### src/rtl/lsl8_pkg.sv
// Shared types and constants for the 8-bit sequential logical shift-left unit.
package lsl8_pkg;

    localparam int WIDTH    = 8;
    localparam int SHAMT_W  = 3;
    localparam int STEP_MAX = 3;

    typedef enum logic [1:0] {
        IDLE  = 2'd0,
        SHIFT = 2'd1,
        DONE  = 2'd2
    } state_e;

endpackage

### src/rtl/lsl8_seq_if.sv
// Start/done handshake and data bus for lsl8_seq.
// Optional ovf signal is present only when LSL8_SEQ_OVF_EN is defined.
interface lsl8_seq_if;
    import lsl8_pkg::*;

    logic               start;
    logic [WIDTH-1:0]   d_in;
    logic [SHAMT_W-1:0] shamt;
    logic               busy;
    logic               done;
    logic [WIDTH-1:0]   d_out;
`ifdef LSL8_SEQ_OVF_EN
    logic               ovf;
`endif

    modport master (
        output start, d_in, shamt,
`ifdef LSL8_SEQ_OVF_EN
        input  ovf,
`endif
        input  busy, done, d_out
    );

    modport slave (
        input  start, d_in, shamt,
`ifdef LSL8_SEQ_OVF_EN
        output ovf,
`endif
        output busy, done, d_out
    );

endinterface

### src/rtl/lsl8_seq_lsl8.sv
// Combinational 8-bit logical shift left by 0..3, one 4:1 mux per output bit,
// zero fill on the low side (mirror of the shift-right mux structure).
module mx4 (
    input  logic [3:0] d_i,
    input  logic [1:0] s_i,
    output logic       y_o
);
    assign y_o = d_i[s_i];
endmodule

module lsl8 (
    input  logic [7:0] a_i,
    input  logic [1:0] sh_i,
    output logic [7:0] y_o
);
    for (genvar i = 0; i < 8; i++) begin : g_bit
        logic [3:0] taps;
        for (genvar j = 0; j < 4; j++) begin : g_tap
            if (i >= j) begin : g_src
                assign taps[j] = a_i[i-j];
            end else begin : g_zero
                assign taps[j] = 1'b0;
            end
        end
        mx4 u_mx (
            .d_i (taps),
            .s_i (sh_i),
            .y_o (y_o[i])
        );
    end
endmodule

### src/rtl/lsl8_seq.sv
// Multi-cycle 8-bit logical shift-left, at most 3 positions per clock.
// Define LSL8_SEQ_OVF_EN to add the sticky ovf (bit shifted out of bit 7) flag.
module lsl8_seq
    import lsl8_pkg::*;
#(
    parameter int P_WIDTH    = WIDTH,
    parameter int P_SHAMT_W  = SHAMT_W,
    parameter int P_STEP_MAX = STEP_MAX
) (
    input  logic        clk,
    input  logic        reset,
    lsl8_seq_if.slave   bus
);

    if (P_WIDTH != 8) begin : g_width_chk
        $error("lsl8_seq: only WIDTH=8 is supported");
    end
    if (P_SHAMT_W != $clog2(P_WIDTH)) begin : g_shamt_chk
        $error("lsl8_seq: SHAMT_W must equal log2(WIDTH)");
    end
    if (P_STEP_MAX != 3) begin : g_step_chk
        $error("lsl8_seq: STEP_MAX is fixed at 3 by the 2-bit stage select");
    end

    state_e             state_q, state_d;
    logic [WIDTH-1:0]   data_q, data_d;
    logic [SHAMT_W-1:0] rem_q, rem_d;
    logic [1:0]         step;
    logic [WIDTH-1:0]   shifted;

    assign step = (rem_q > 3'd3) ? 2'd3 : rem_q[1:0];

    lsl8 u_lsl8 (
        .a_i  (data_q),
        .sh_i (step),
        .y_o  (shifted)
    );

`ifdef LSL8_SEQ_OVF_EN
    logic ovf_q, ovf_d;
    logic lost;

    // Top `step` bits of data_q are the ones pushed past bit 7 this cycle.
    assign lost = (data_q[7] & (step >= 2'd1)) |
                  (data_q[6] & (step >= 2'd2)) |
                  (data_q[5] & (step == 2'd3));
`endif

    always_ff @(posedge clk or posedge reset) begin
        if (reset) begin
            state_q <= IDLE;
            data_q  <= '0;
            rem_q   <= '0;
`ifdef LSL8_SEQ_OVF_EN
            ovf_q   <= 1'b0;
`endif
        end else begin
            state_q <= state_d;
            data_q  <= data_d;
            rem_q   <= rem_d;
`ifdef LSL8_SEQ_OVF_EN
            ovf_q   <= ovf_d;
`endif
        end
    end

    always_comb begin
        state_d = state_q;
        data_d  = data_q;
        rem_d   = rem_q;
`ifdef LSL8_SEQ_OVF_EN
        ovf_d   = ovf_q;
`endif
        case (state_q)
            IDLE: begin
                if (bus.start) begin
                    data_d  = bus.d_in;
                    rem_d   = bus.shamt;
`ifdef LSL8_SEQ_OVF_EN
                    ovf_d   = 1'b0;
`endif
                    state_d = SHIFT;
                end
            end
            SHIFT: begin
                data_d = shifted;
                rem_d  = rem_q - {1'b0, step};
`ifdef LSL8_SEQ_OVF_EN
                ovf_d  = ovf_q | lost;
`endif
                if (rem_d == '0) begin
                    state_d = DONE;
                end
            end
            DONE: begin
                state_d = IDLE;
            end
            default: begin
                state_d = IDLE;
            end
        endcase
    end

    assign bus.busy  = (state_q != IDLE);
    assign bus.done  = (state_q == DONE);
    assign bus.d_out = data_q;
`ifdef LSL8_SEQ_OVF_EN
    assign bus.ovf   = ovf_q;
`endif

endmodule

### src/flat_wrapper.sv
// flat-port wrapper written by rule: the top's interface ports become plain ports
module lsl8_seq_flat import lsl8_pkg::*;
#(
    parameter int P_WIDTH    = WIDTH,
    parameter int P_SHAMT_W  = SHAMT_W,
    parameter int P_STEP_MAX = STEP_MAX
)
  (clk, reset, bus_start, bus_d_in, bus_shamt, bus_busy, bus_done, bus_d_out);
  lsl8_seq_if bus_i ();
  input  logic clk;
  input  logic reset;
  input wire logic [$bits(bus_i.start)-1:0] bus_start;
  input wire logic [$bits(bus_i.d_in)-1:0] bus_d_in;
  input wire logic [$bits(bus_i.shamt)-1:0] bus_shamt;
  output wire logic [$bits(bus_i.busy)-1:0] bus_busy;
  output wire logic [$bits(bus_i.done)-1:0] bus_done;
  output wire logic [$bits(bus_i.d_out)-1:0] bus_d_out;
  assign bus_i.start = bus_start;
  assign bus_i.d_in = bus_d_in;
  assign bus_i.shamt = bus_shamt;
  assign bus_busy = bus_i.busy;
  assign bus_done = bus_i.done;
  assign bus_d_out = bus_i.d_out;
  lsl8_seq #(.P_WIDTH(P_WIDTH), .P_SHAMT_W(P_SHAMT_W), .P_STEP_MAX(P_STEP_MAX)) u_core (.clk(clk), .reset(reset), .bus(bus_i));
endmodule
### config.mk
export PLATFORM = sky130hd
export DESIGN_NAME = lsl8_seq_flat
export DESIGN_NICKNAME = d
export VERILOG_FILES = /design/src/rtl/lsl8_pkg.sv /design/src/rtl/lsl8_seq_if.sv /design/src/rtl/lsl8_seq_lsl8.sv /design/src/rtl/lsl8_seq.sv /design/src/flat_wrapper.sv
export SDC_FILE = /design/constraint.sdc
export NUM_CORES = 1
export LEC_CHECK = 0
export BUFFER_PORTS_ARGS = -buffer_cell sky130_fd_sc_hd__buf_2
export CAP_MARGIN = 10
export CORE_ASPECT_RATIO = 0.75
export CORE_UTILIZATION = 45
export DETAILED_ROUTE_END_ITERATION = 6
export HOLD_SLACK_MARGIN = 0.12
export PLACE_DENSITY = 0.83
export REMOVE_ABC_BUFFERS = 1
export SLEW_MARGIN = 15
export SYNTH_ARGS = -nofsm -noshare
export SYNTH_HDL_FRONTEND = slang
export SYNTH_SLANG_ARGS = --single-unit
### constraint.sdc
create_clock -name clk -period 1.35 [get_ports clk]
set_input_delay 0.0675 -clock clk [delete_from_list [all_inputs] [get_ports clk]]
set_output_delay 0.0675 -clock clk [all_outputs]
set_load 0.005 [all_outputs]
==> results.py <==
metrics = {
    "clock_network": {
        "tritoncts": "yes",
        "cts_buffer_depth": 2,
        "cts_buffers": 3,
        "cts_max_level": 1,
        "clk_latency_ns": 0.28,
        "clk_pin_slew_worst_paths_ns": 0.08,
        "clock_sinks": 13,
        "cts-root-buf": "clkbuf_4",
    },
    "power": {
        "irDropWorstVdd_mv": 1.582,
        "p_total_mw": 3.326,
        "power-per-cell-area_mw_per_mm2": 2732,
        "power.static_leakage_nw": 0.5587,
    },
    "critical_path": {
        "required_ns": 1.52,
        "cp_num_cells": 4,
        "path_buf_inv": 0,
        "r2r_setup_slack_ns": -0.15,
        "worst_ep_arrival_time_ns": 1.67,
        "r2r_cells": 4,
        "startpoint": "u_core.rem_q[2]",
        "worstPathCellList": "nor2_8, mux2i_2, nor2_1, o32a_1",
        "crit_family": "flip-flops",
        "crit_path_end_kind": "flop",
        "cp-start-kind": "flop",
        "cpPeakStageDelay_ns": 0.47,
        "r2r_start": "u_core.rem_q[2]",
        "slowest_stage": "dfrtp_2",
        "crit_type": "flop to flop",
        "path_max_fanout": 6,
        "r2r-end": "u_core.bus.d_out[4]",
    },
    "synthesis": {
        "synth.avg_cell_area_sq_um": 9.328,
        "ys_top_cells_by_area": "dfrtp_1, mux2i_1, nor2_1",
        "ys_types": 35,
        "synth_cells": 90,
        "async_flop_share_pct": 100.0,
        "ys_seq_area_share_pct": 38.75,
        "synth_ff_type": "dfrtp_1",
        "synth.largest_area_cell": "dfrtp_1",
        "ys_seq_elements": 13,
        "synth-edff-count": 0,
        "yosysTopAreaCellShare_pct": 38.75,
        "synth_area_sq_um": 839.6,
        "synth_warnings": 0,
    },
    "place": {
        "portBuffers": 23,
        "dp_cells": 145,
        "place.gp.congestion": 0.9018,
        "dp_hpwl_um": 1747,
        "dpl_cell_area_sq_mm": 0.001052,
    },
    "status": {
        "run_status": "finished with violations",
        "violations": "setup timing",
    },
    "sta": {
        "setup_viol": 7,
        "fin_hold_ws_ns": 0.1464,
        "fmax_mhz": 668.0,
        "maxSlewHeadroom_pct": 65.58,
        "drv_slew": 0,
        "timing.final.crit_share_pct": 110.9,
        "fin_crit_ns": 1.497,
        "hold_violations": 0,
        "skew_ns": 0.004908,
        "tightestPinTransition_ns": 0.5158,
        "rsz0062_at_grt": "true",
        "setup_slack_ns": -0.1470,
    },
    "hold_path": {
        "hold_path_end": "u_core.bus.d_out[6]",
        "hp-class": "input pin to flop",
        "worstHoldStart": "bus_d_in[6]",
        "min_delay_path_depth": 4,
    },
    "floorplanning": {
        "start_util_pct": 48.24,
        "ioPinCount": 24,
        "die_y_um": 39.41,
        "coreArea_sq_mm": 0.001740,
        "rows": 13,
        "die_x_um": 51.88,
        "dieArea_sq_mm": 0.002044,
    },
    "routing": {
        "top_layer_used": "met4",
        "drt_iter0_markers": 34,
        "dr_total_vias": 871,
        "antenna_left": 0,
        "first_pass_iters": 4,
        "route.met2.wl_um": 1317,
        "drc": 0,
        "finalWirelength_um": 2626,
        "routedWlPerCell_um": 16.94,
        "met1Wirelength_um": 1053,
        "via_per_inst": 5.619,
        "route.met3.wl_um": 220,
    },
    "global_routing": {
        "grt_max_degree": 14,
        "grt_util_all_layers_pct": 27.79,
        "grt_pass1_vias": 832,
        "grt_overflow": 0,
        "grt_pass1_wl_um": 3877,
        "antenna_found_initial": 0,
    },
    "cells_and_area": {
        "diodes": 0,
        "area_growth_syn_to_layout_pct": 45.01,
        "stdcell_area_sq_mm": 0.001217,
        "final_nets": 149,
        "drive_gt1_share_pct": 51.13,
        "instances_no_fill": 155,
    },
    "job": {
        "cap_violations": 0,
    },
}
[how the worst max path moves through the flow]
stage,endpoint,slack [ns]
after detailed placement,u_core.bus.d_out[4],-0.13
after floorplan,u_core.rem_q[1],-0.12
after global placement,u_core.rem_q[1],-0.07
final,u_core.bus.d_out[4],-0.15
after CTS,u_core.bus.d_out[4],-0.11
after global routing,u_core.bus.d_out[4],-0.18
[routing by layer]
metal	vias to the layer above	GRT usage, %
met3	4	7.364
met2	49	44.23
met5	-	0
met4	0	10.81
li1	409	-
met1	409	36.00
[registers in the layout, summed over array words and instances (netlist names)]
| signal | flops |
|---|---|
| u_core.rem_q | 3 |
| u_core.bus.d_out | 8 |
| u_core.state_q | 2 |
[cells by family (layout without fill, tap and decap cells)]
group | Yosys count | count (layout) | synth area share [%]
AOI/OAI and AO/OA | 25 | 25 | 20.87
and+or+nand+nor | 35 | 35 | 23.85
muxes | 7 | 7 | 8.644
DFF | 13 | 13 | 38.75
buffers and inverters | 9 | 52 | 6.407
adders and majority gates | 1 | 1 | 1.490
[Yosys cell counts (all sizes together), types with 2 or more instances]
| cell type | number |
|---|---|
| o21ai | 9 |
| a21oi | 4 |
| nand2b | 3 |
| dfrtp | 13 |
| o221ai | 2 |
| buf | 4 |
| nor2 | 14 |
| a32oi | 2 |
| nor3 | 2 |
| mux2i | 5 |
| mux2 | 2 |
| inv | 5 |
| o32a | 3 |
| nor2b | 5 |
| nand2 | 6 |
[through the flow]
stage / setup slack, ns / util [%] / setup TNS [ns]
after floorplan: -0.1203 / - / -0.4167
after global placement: -0.07412 / 60.46 / -0.2745
after detailed placement: -0.1341 / 60.46 / -0.5807
after CTS: -0.1133 / 66.64 / -0.4844
after global routing: -0.1795 / 69.95 / -1.043
final: -0.1470 / 69.95 / -0.6264
[layout by cell type, fill, tap and decap left out, types with 2 or more instances in the layout]
master | netlist | final
a21oi_1 | 3 | 3
nand2_1 | 5 | 4
nor2_2 | 1 | 2
dfrtp_1 | 13 | 9
dlygate4sd3_1 | 0 | 4
buf_2 | 1 | 22
mux2i_2 | 0 | 4
o21ai_0 | 4 | 3
a32oi_1 | 2 | 2
clkbuf_4 | 0 | 3
buf_6 | 2 | 2
o21ai_1 | 5 | 6
o32a_1 | 3 | 3
dfrtp_2 | 0 | 4
nand2b_1 | 2 | 2
nor2b_1 | 5 | 4
nor2_1 | 12 | 10
mux2_2 | 2 | 2
inv_1 | 4 | 4
o221ai_1 | 2 | 2
nor3_1 | 2 | 2
buf_4 | 1 | 15
[worst reg2reg max path: cells and delay by family, from the launching register on]
kind / cells / cell delay (ns)
AOI/OAI and AO/OA: 1 / 0.35
and+or+nand+nor: 2 / 0.29
DFF: 1 / 0.47
muxes: 1 / 0.28
[cell type report]
type | instances | area (sq um)
fill | 137 | 523.0
timing repair buffer | 43 | 285.3
multi-input combinational | 68 | 529.3
inverter | 5 | 18.77
clock buffer | 4 | 26.28
tap | 22 | 27.53
sequential | 13 | 330.3
[power by group]
| part | switching (mW) | total (mW) | internal (mW) | leakage [nW] |
|---|---|---|---|---|
| clock network | 0.132 | 0.246 | 0.115 | 0.0150 |
| registers | 0.287 | 0.883 | 0.596 | 0.156 |
| logic | 1.04 | 2.20 | 1.16 | 0.387 |
[repair_timing]
item                                   in CTS  in global routing
endpoints found under the hold margin      16                  0
hold buffers                                4                  0
resized for setup                           9                 13
pin swaps                                   5                  4
setup buffers                               2                  0
setup endpoints to repair                  10                  9
Note: power is estimated with default switching activity, not from simulation.
